--- src/rtl/inference_scheduler_pkg.sv ---
// Shared types and defaults for the inference scheduler: FSM encoding,
// channel/alarm defaults and the saturating run-counter helper.
package inference_scheduler_pkg;

    localparam int DATA_WIDTH    = 16;
    localparam int DEF_NUM_CH    = 4;
    localparam int DEF_VOTE_W    = 6;
    localparam int DEF_ALARM_SET = 3;
    localparam int DEF_ALARM_CLR = 4;
    localparam int RUN_W         = 4;

    typedef logic [RUN_W-1:0] run_t;

    typedef enum logic [1:0] {
        SCHED_IDLE  = 2'd0,
        SCHED_ISSUE = 2'd1,
        SCHED_CAPT  = 2'd2
    } sched_state_t;

    function automatic run_t sat_inc(input run_t v);
        return (v == '1) ? v : v + 1'b1;
    endfunction

endpackage

--- src/rtl/rr_arbiter.sv ---
// Combinational round-robin arbiter: picks the first requester after 'last'
// (cyclic), returning both a one-hot grant and its index.
module rr_arbiter #(
    parameter int N  = 4,
    parameter int IW = $clog2(N)
) (
    input  logic [N-1:0]  req,
    input  logic [IW-1:0] last,
    output logic [N-1:0]  gnt,
    output logic [IW-1:0] idx,
    output logic          any
);

    logic [IW-1:0] cand;

    // Walk from the farthest position to the nearest so the nearest requester
    // after 'last' is the one left in idx.
    always_comb begin
        idx  = '0;
        cand = '0;
        any  = |req;
        for (int k = N; k >= 1; k--) begin
            cand = IW'((int'(last) + k) % N);
            if (req[cand]) idx = cand;
        end
        gnt = any ? (N'(1) << idx) : '0;
    end

endmodule

--- src/rtl/inference_scheduler.sv ---
// Round-robin scheduler sharing one classifier across NUM_CH sensor channels,
// with per-channel debounced anomaly alarms.
module inference_scheduler
    import inference_scheduler_pkg::*;
#(
    parameter int NUM_CH    = DEF_NUM_CH,
    parameter int DATA_W    = DATA_WIDTH,
    parameter int VOTE_W    = DEF_VOTE_W,
    parameter int ALARM_SET = DEF_ALARM_SET,
    parameter int ALARM_CLR = DEF_ALARM_CLR
) (
    input  logic                       clk,
    input  logic                       rst_n,
    input  logic                       enable,
    input  logic                       clear,
    input  logic [NUM_CH-1:0]          req,
    input  logic [NUM_CH*DATA_W-1:0]   feat_accel_in,
    input  logic [NUM_CH*DATA_W-1:0]   feat_brake_in,
    output logic [NUM_CH-1:0]          req_ack,
    output logic                       cls_valid,
    output logic [DATA_W-1:0]          cls_accel,
    output logic [DATA_W-1:0]          cls_brake,
    input  logic [VOTE_W-1:0]          cls_vote,
    input  logic                       cls_anomaly,
    output logic                       res_valid,
    output logic [$clog2(NUM_CH)-1:0]  res_ch,
    output logic [VOTE_W-1:0]          res_vote,
    output logic                       res_anomaly,
    output logic [NUM_CH-1:0]          alarm,
    output logic                       alarm_any
);

    localparam int   CH_W   = $clog2(NUM_CH);
    localparam run_t SET_TH = run_t'(ALARM_SET);
    localparam run_t CLR_TH = run_t'(ALARM_CLR);

    sched_state_t state, state_nx;

    logic [CH_W-1:0]   last_grant;
    logic [CH_W-1:0]   gnt_idx;
    logic [NUM_CH-1:0] gnt_oh;
    logic              gnt_any;
    logic              grant_go;

    logic [NUM_CH-1:0][RUN_W-1:0] anom_run, anom_nx;
    logic [NUM_CH-1:0][RUN_W-1:0] clean_run, clean_nx;
    logic [NUM_CH-1:0]            alarm_nx;

    logic [DATA_W-1:0] accel_ch [NUM_CH];
    logic [DATA_W-1:0] brake_ch [NUM_CH];

    for (genvar i = 0; i < NUM_CH; i++) begin : g_unpack
        assign accel_ch[i] = feat_accel_in[i*DATA_W +: DATA_W];
        assign brake_ch[i] = feat_brake_in[i*DATA_W +: DATA_W];
    end

    rr_arbiter #(
        .N  (NUM_CH),
        .IW (CH_W)
    ) u_arb (
        .req  (req),
        .last (last_grant),
        .gnt  (gnt_oh),
        .idx  (gnt_idx),
        .any  (gnt_any)
    );

    always_comb begin
        state_nx = state;
        grant_go = 1'b0;
        case (state)
            SCHED_IDLE: begin
                if (enable && gnt_any) begin
                    grant_go = 1'b1;
                    state_nx = SCHED_ISSUE;
                end
            end
            SCHED_ISSUE: state_nx = SCHED_CAPT;
            SCHED_CAPT:  state_nx = SCHED_IDLE;
            default:     state_nx = SCHED_IDLE;
        endcase
    end

    // Only the channel whose result is being captured moves; clear wins over it.
    always_comb begin
        anom_nx  = anom_run;
        clean_nx = clean_run;
        alarm_nx = alarm;
        if (clear) begin
            anom_nx  = '0;
            clean_nx = '0;
            alarm_nx = '0;
        end else if (state == SCHED_CAPT) begin
            if (cls_anomaly) begin
                anom_nx[last_grant]  = sat_inc(anom_run[last_grant]);
                clean_nx[last_grant] = '0;
                if (anom_nx[last_grant] >= SET_TH) alarm_nx[last_grant] = 1'b1;
            end else begin
                clean_nx[last_grant] = sat_inc(clean_run[last_grant]);
                anom_nx[last_grant]  = '0;
                if (clean_nx[last_grant] >= CLR_TH) alarm_nx[last_grant] = 1'b0;
            end
        end
    end

    always_ff @(posedge clk or negedge rst_n) begin
        if (!rst_n) begin
            state       <= SCHED_IDLE;
            last_grant  <= CH_W'(NUM_CH - 1);
            req_ack     <= '0;
            cls_valid   <= 1'b0;
            cls_accel   <= '0;
            cls_brake   <= '0;
            res_valid   <= 1'b0;
            res_ch      <= '0;
            res_vote    <= '0;
            res_anomaly <= 1'b0;
            alarm       <= '0;
            alarm_any   <= 1'b0;
            anom_run    <= '0;
            clean_run   <= '0;
        end else begin
            state     <= state_nx;
            req_ack   <= grant_go ? gnt_oh : '0;
            // The classifier sees data_valid in the cycle after the ack cycle.
            cls_valid <= (state == SCHED_ISSUE);
            res_valid <= (state == SCHED_CAPT);
            if (grant_go) begin
                last_grant <= gnt_idx;
                cls_accel  <= accel_ch[gnt_idx];
                cls_brake  <= brake_ch[gnt_idx];
            end
            if (state == SCHED_CAPT) begin
                res_ch      <= last_grant;
                res_vote    <= cls_vote;
                res_anomaly <= cls_anomaly;
            end
            anom_run  <= anom_nx;
            clean_run <= clean_nx;
            alarm     <= alarm_nx;
            alarm_any <= |alarm_nx;
        end
    end

endmodule

--- config.mk ---
export PLATFORM = sky130hd
export DESIGN_NAME = inference_scheduler
export DESIGN_NICKNAME = d
export VERILOG_FILES = /design/src/rtl/inference_scheduler_pkg.sv /design/src/rtl/rr_arbiter.sv /design/src/rtl/inference_scheduler.sv
export SDC_FILE = /design/constraint.sdc
export NUM_CORES = 1
export LEC_CHECK = 0
export CAP_MARGIN = 30
export CORE_MARGIN = 1
export CORE_UTILIZATION = 45
export CTS_CLUSTER_DIAMETER = 80
export DETAILED_ROUTE_END_ITERATION = 8
export GPL_ROUTABILITY_DRIVEN = 1
export PLACE_DENSITY = 0.78
export SKIP_LAST_GASP = 1
export SYNTH_ARGS = -nofsm -noshare
export SYNTH_HDL_FRONTEND = slang
export SYNTH_SLANG_ARGS = --single-unit
--- constraint.sdc ---
create_clock -name clk -period 3.8 [get_ports clk]
set_input_delay 0.76 -clock clk [delete_from_list [all_inputs] [get_ports clk]]
set_output_delay 0.76 -clock clk [all_outputs]
set_load 0.05 [all_outputs]
======== Word level (Yosys, flattened, before mapping) ========
Index checks and enable logic that the tools add are counted.
storage, ports and cells
  bits in registers ....................... 88
  input port bits ......................... 143
  output and inout port bits .............. 52
  logic and storage cells ................. 105
operators by class
  $add $sub $neg .......................... 6
  order comparisons ....................... 9
  equality and inequality tests ........... 5
  shift operators ......................... 1
  muxes and demuxes ....................... 51
  bitwise gates (word level) .............. 7
  reductions and logical operators ........ 6
operator list
  kind                   number
  $mux W16               10
  $bmux W16 S2           2
  $mux W4                14
  $and A16 B16 Y16       2
  $bmux W4 S2            4
  $bwmux W16             2
  $not A16 Y16           1
  $lt A2 B3 Y1 const B   5
  $mux W2                5
  $add A4 B1 Y4 const B  2
  $bmux W1 S2            4
  $demux W4 S2           1
  $eq A4 B4 Y1 const B   2
  $reduce_or A4 Y1       2
  $mux W1                7
  $add A2 B1 Y2 const B  2
  $add A2 B2 Y2 const B  2
  $and A4 B4 Y4          1
  $ge A4 B2 Y1 const B   1
  $ge A4 B3 Y1 const B   1
  $not A4 Y4             1
  $or A4 B4 Y4           1
  $pmux W2 S2            1
  $shl A1 B2 Y4 const A  1
  other kinds (10)       11

======== Depth between registers and ports, before layout ========
Gate-level depths: netlist of run 1.
  depth in word-level cells ............... 13
  gate-level depth with buffers ........... 14
  mapped depth without buffers ............ 9

======== Modules after synthesis ========
Synthesis of run 1 repeated with hierarchy kept, for this count alone.
unflattened totals
  cell total of the unflattened synthesis .. 420
  area, all modules ....................... 4829.6 µm²
by module, submodules not included
  module               times used  cells an instance  area each (µm²)  sequential area each (µm²)
  inference_scheduler  1           386                4581.9           2204.6
  rr_arbiter           1           34                 247.7            0.0

======== Worst setup path after synthesis of run 1 ========
Ideal clock, no wire load.
  path type ............................... register -> register
  start ................................... reg last_grant[1]
  end ..................................... reg alarm_any
  data arrival time ....................... 2.971 ns
  slack ................................... 0.690 ns
  stages on the path, launching flop included .. 12
  path buffers ............................ 2
  cells stage by stage .................... dfstp_2 > buf_2 > clkbuf_1 > inv_1 > ha_1 > and2b_1 > nand2_1 > nor3b_1 > nor4_2 > a21boi_1 > a221o_1 > or4_1
on the way
  longest elaborated chain between the ends .. 13
  elaborated cells between the ends (all ways) .. 34
  those cells by class .................... 2 x add/sub; 4 x order compare; 2 x eq/ne; 21 x mux; 3 x bitwise; 2 x reduce/logical
ends and longest elaborated chain
  item                                                   RTL line                                                                             RTL
  from (decl)                                            inference_scheduler.sv:39                                                            logic [CH_W-1:0] last_grant;
  from (signal assigned)                                 inference_scheduler.sv:109                                                           last_grant <= CH_W'(NUM_CH - 1);
  from (signal assigned)                                 inference_scheduler.sv:129                                                           last_grant <= gnt_idx;
  $bmux W4 S2 (tied with other cells)                    inference_scheduler.sv:99                                                            clean_nx[last_grant] = sat_inc(clean_run[last_grant]);
  $mux W4 (implied by the code) (tied with other cells)  inference_scheduler.sv:99
  $add A4 B1 Y4 (tied with other cells)                  inference_scheduler_pkg.sv:21                                                        return (v == '1) ? v : v + 1'b1;
  $mux W4 or $demux W4 S2 (tied branches)                inference_scheduler_pkg.sv:21, inference_scheduler.sv:95, inference_scheduler.sv:99
  $bwmux W16 (on tied branches)                          inference_scheduler.sv:99, inference_scheduler.sv:95
  $bmux W4 S2 (on tied branches)                         inference_scheduler.sv:101, inference_scheduler.sv:97
  $mux W4 (on tied branches)                             inference_scheduler.sv:101, inference_scheduler.sv:97
  $ge A4 B3 Y1 or $ge A4 B2 Y1 (tied branches)           inference_scheduler.sv:101, inference_scheduler.sv:97
  $mux W4 (on tied branches)                             inference_scheduler.sv:101, inference_scheduler.sv:97
  $mux W4 *                                              inference_scheduler.sv:94                                                            if (cls_anomaly) begin
  $mux W4 *                                              inference_scheduler.sv:93                                                            end else if (state == SCHED_CAPT) begin
  $mux W4 *                                              inference_scheduler.sv:89                                                            if (clear) begin
  via alarm_nx[1]                                        inference_scheduler.sv:47                                                            logic [NUM_CH-1:0] alarm_nx;
  $reduce_or A4 Y1 *                                     inference_scheduler.sv:141                                                           alarm_any <= |alarm_nx;
  to (signal assigned)                                   inference_scheduler.sv:141
  to (decl)                                              inference_scheduler.sv:30                                                            output logic alarm_any
The timed path passes the listed nets; every way through them passes the cells marked *. The select of a mux whose other input is x is not followed.
A chain may end at the register's enable or synchronous reset.

======== Worst setup path in the final report of run 1 ========
  start ................................... reg last_grant[0]
  end ..................................... reg alarm_any
The elaborated chain is that of the path after synthesis.

==> results of run 1 <==
==> registers in the layout, indices dropped and copies added, names as in the netlist <==
register,count
anom_run,16
clean_run,16
cls_accel,16
cls_brake,16
res_vote,6
alarm,4
req_ack,4
last_grant,2
res_ch,2
state,2
alarm_any,1
cls_valid,1
res_anomaly,1
res_valid,1
==> stage by stage <==
step | hold slack (ns) | power [mW] | util, %
after global routing | 0.3617 | 5.377 | 67.67
after detailed placement | 0.4704 | 4.302 | 65.18
final | 0.3391 | 5.149 | 67.67
after floorplan | 0.4393 | 3.402 | -
after CTS | 0.3490 | 5.174 | 67.61
after global placement | 0.4566 | 4.251 | 65.18
==> cell usage in the layout (no fill, tap or decap), drive strengths merged, types with 8 or more instances in the layout <==
cell type / instances
clkbuf: 9
o21ai: 13
clkdlybuf4s50: 193
nand3: 8
buf: 11
nor2b: 12
nand2: 77
nor2: 47
a221o: 35
mux2i: 34
a21oi: 37
dfrtp: 86
mux4: 8
inv: 10
mux2: 42
==> layer usage <==
| layer | GRT usage (%) | up-vias | part of all wire (%) |
|---|---|---|---|
| met5 | 0 | - | 0 |
| met4 | 10.18 | 0 | 2.4 |
| met3 | 7.233 | 23 | 7.3 |
| met2 | 48.27 | 197 | 51 |
| met1 | 32.68 | 2281 | 39 |
| li1 | - | 2175 | - |
==> final timing paths <==
kind,to,slack [ns],depth (start not counted)
worst max-delay path,alarm_any$_DFF_PN0_,0.32,8
worst min-delay path,cls_brake[1]$_DFFE_PN0P_,0.34,1
worst max register to register,alarm_any$_DFF_PN0_,0.32,8
worst min register to register,cls_valid$_DFF_PN0_,0.48,1
max in group asynchronous,req_ack[1]$_DFF_PN0_,2.71,2
min in group clk,cls_valid$_DFF_PN0_,0.48,1
==> critical path: cells and delay by family, from the launching register on <==
kind	cells	cell delay, ns
AOI/OAI and AO/OA	3	0.92
muxes	1	0.70
DFF	1	0.82
and+or+nand+nor	3	0.62
adders and majority gates	1	0.29
==> where the power goes <==
part | leakage, nW | total [mW] | internal [mW] | switching (mW)
sequential | 1.15 | 1.40 | 1.18 | 0.211
combinational | 1.83 | 2.89 | 1.22 | 1.67
clock | 0.132 | 0.860 | 0.507 | 0.352
total | 3.11 | 5.15 | 2.91 | 2.24
==> area by class of cell <==
| type | instances | area [µm²] |
|---|---|---|
| antenna | 3 | 7.507 |
| clock buffer | 9 | 123.9 |
| clock inverter | 6 | 140.1 |
| fill | 860 | 3520 |
| inverter | 8 | 30.03 |
| multi-input combinational | 366 | 2660 |
| sequential | 88 | 2205 |
| tap | 140 | 175.2 |
| timing repair buffer | 204 | 2027 |
==> cells by family (layout without fill, tap and decap cells) <==
kind of cell	count (synthesis)	after routing	share of synthesized area [%]
simple gates	165	165	14.23
buf+inv	42	227	3.884
mux	84	84	20.01
xor+xnor	2	2	0.3464
other cells	0	3	0
flops	88	88	43.59
compound gates	109	109	16.45
fa+ha+maj	6	6	1.484
==> metrics.md, run 1 <==
| Metric | Value |
|---|---|
| TritonCTS clock tree | `built` |
| Slowest-stage cell, CP | `dfstp_2` |
| Setup-violating endpoint count in the final report | `0` |
| Clk slew on worst S/H paths | `0.09 ns` |
| Initial Utilization | `46.45%` |
| Critical-path cell list | `mux4_1 -> ha_1 -> nand2_1 -> nor2_1 -> a211oi_1 -> o311ai_1 -> a221o_1 -> or4_1` |
| Max Root-Sink Buffers | `2` |
| DR iter-0 viols | `276` |
| FP Rows | `38` |
| DRC viols | `0` |
| Peak supply drop | `461.2 µV` |
| Skew-Pair Late Insertion Delay | `0.35 ns` |
| Synth top area share | `42.55%` |
| Worst-Margin Slew | `0.6163 ns` |
| GR Util All Layers | `27.69%` |
| Hold Fails Final Rpt | `0` |
| DRT antenna net count | `0` |
| Avg Inst Size Synth | `10.20 µm²` |
| Initial antenna violation count | `3` |
| Nets | `826` |
| Worst stage delay on the critical path | `0.82 ns` |
| Crit start category | `register` |
| Crit. End Element | `register` |
| Top-count cell post-synth | `dfrtp_1` |
| Power per cell area | `698.7 nW/µm²` |
| CTS buffer count | `9` |
| TNS Setup | `0 ns` |
| Syn Inst Count | `496` |
| Yosys Warn Count | `0` |
| Hpwl dp | `12270 µm` |
| Synth Register Bits | `88` |
| CTS sink cnt | `88` |
| Worst Path Class, Setup | `reg2reg` |
| Die width | `108.0 µm` |
| Syn-to-layout area delta | `45.70%` |
| RSZ-0062 raised after global routing | `false` |
| Number of synthesized flops with an enable pin | `0` |
| Number of distinct library cells after synthesis | `52` |
| Period Utilization, post-route | `91.62%` |
| TritonRoute pass-1 iters | `4` |
| Status | `complete, no violations` |
| Post-Layout Cell Count | `824` |
| Setup crit start | `last_grant[0]$_DFFE_PN1P_` |
| Die area | `11670 µm²` |
| Worst Path Max Fanout | `20` |
| Remaining Overflow, GRT | `0` |
| Core area | `10890 µm²` |
| Vias in the first global route | `4799` |
| Post-Syn Nets | `645` |
| First-pass GRT wire length | `24540 µm` |
| Relative slew slack | `58.67%` |
| Fin. max-slew vios | `0` |
| # resized after CTS | `0` |
| Place WS | `0.3365 ns` |
| Routed WL per cell | `19.25 µm` |
| DP Area | `7097 µm²` |
| Clock skew | `0.01312 ns` |
| Synth area leaders | `dfrtp_1, a221o_1, mux2i_1` |
| Vias | `4676` |
| Top FF cell, synth | `dfrtp_1` |
| Share of cells above drive strength 1 | `7.342%` |
| Root Buffer | `clkbuf_8` |
| Buffers added on ports | `194` |
| Synthesized cell area | `5057 µm²` |
| Post-synthesis sequential area ratio | `43.59%` |
| HP Class | `in2async` |
| IO Count | `195` |
| Post-synth top cells | `dfrtp_1, nand2_1, nor2_1` |
| Min cycle time layout | `3.482 ns` |
| Req. time, crit path | `4.01 ns` |
| Design Area, Final | `7368 µm²` |
| Max Cap Viol | `0` |
| Buffers inserted by post-CTS timing repair | `0` |
| Crit path DAT | `3.70 ns` |
| DRT Wirelength | `15860 µm` |
| Cell accounting for the most synthesized area | `dfrtp_1` |
| Placed cell count | `806` |
| RePlAce Congestion | `0.9025` |
| Vert. Die Dim | `108.0 µm` |
| Largest net degree at the start of global routing | `39` |
| FMAX | `0.2872 GHz` |
| H-tree depth | `3` |
| Setup ws final | `0.3184 ns` |
| Asr flop ratio synth | `100.0%` |
| Hold_buf cts | `0` |
| Number of vias per cell | `5.675` |
| Critical R2R Launch | `last_grant[0]$_DFFE_PN1P_` |
| Leak | `3.108 nW` |
Power figures use the tool's default switching activity.
==> inputs of run 2 (changes only) <==
--- a/config.mk
+++ b/config.mk
@@ -13,6 +13,7 @@
 export GPL_ROUTABILITY_DRIVEN = 1
 export PLACE_DENSITY = 0.78
 export SKIP_LAST_GASP = 1
+export SLEW_MARGIN = 20
 export SYNTH_ARGS = -nofsm -noshare
 export SYNTH_HDL_FRONTEND = slang
 export SYNTH_SLANG_ARGS = --single-unit
==> results of run 2 <==
No change in the layout: final DEF, timing and power equal those of run 1.
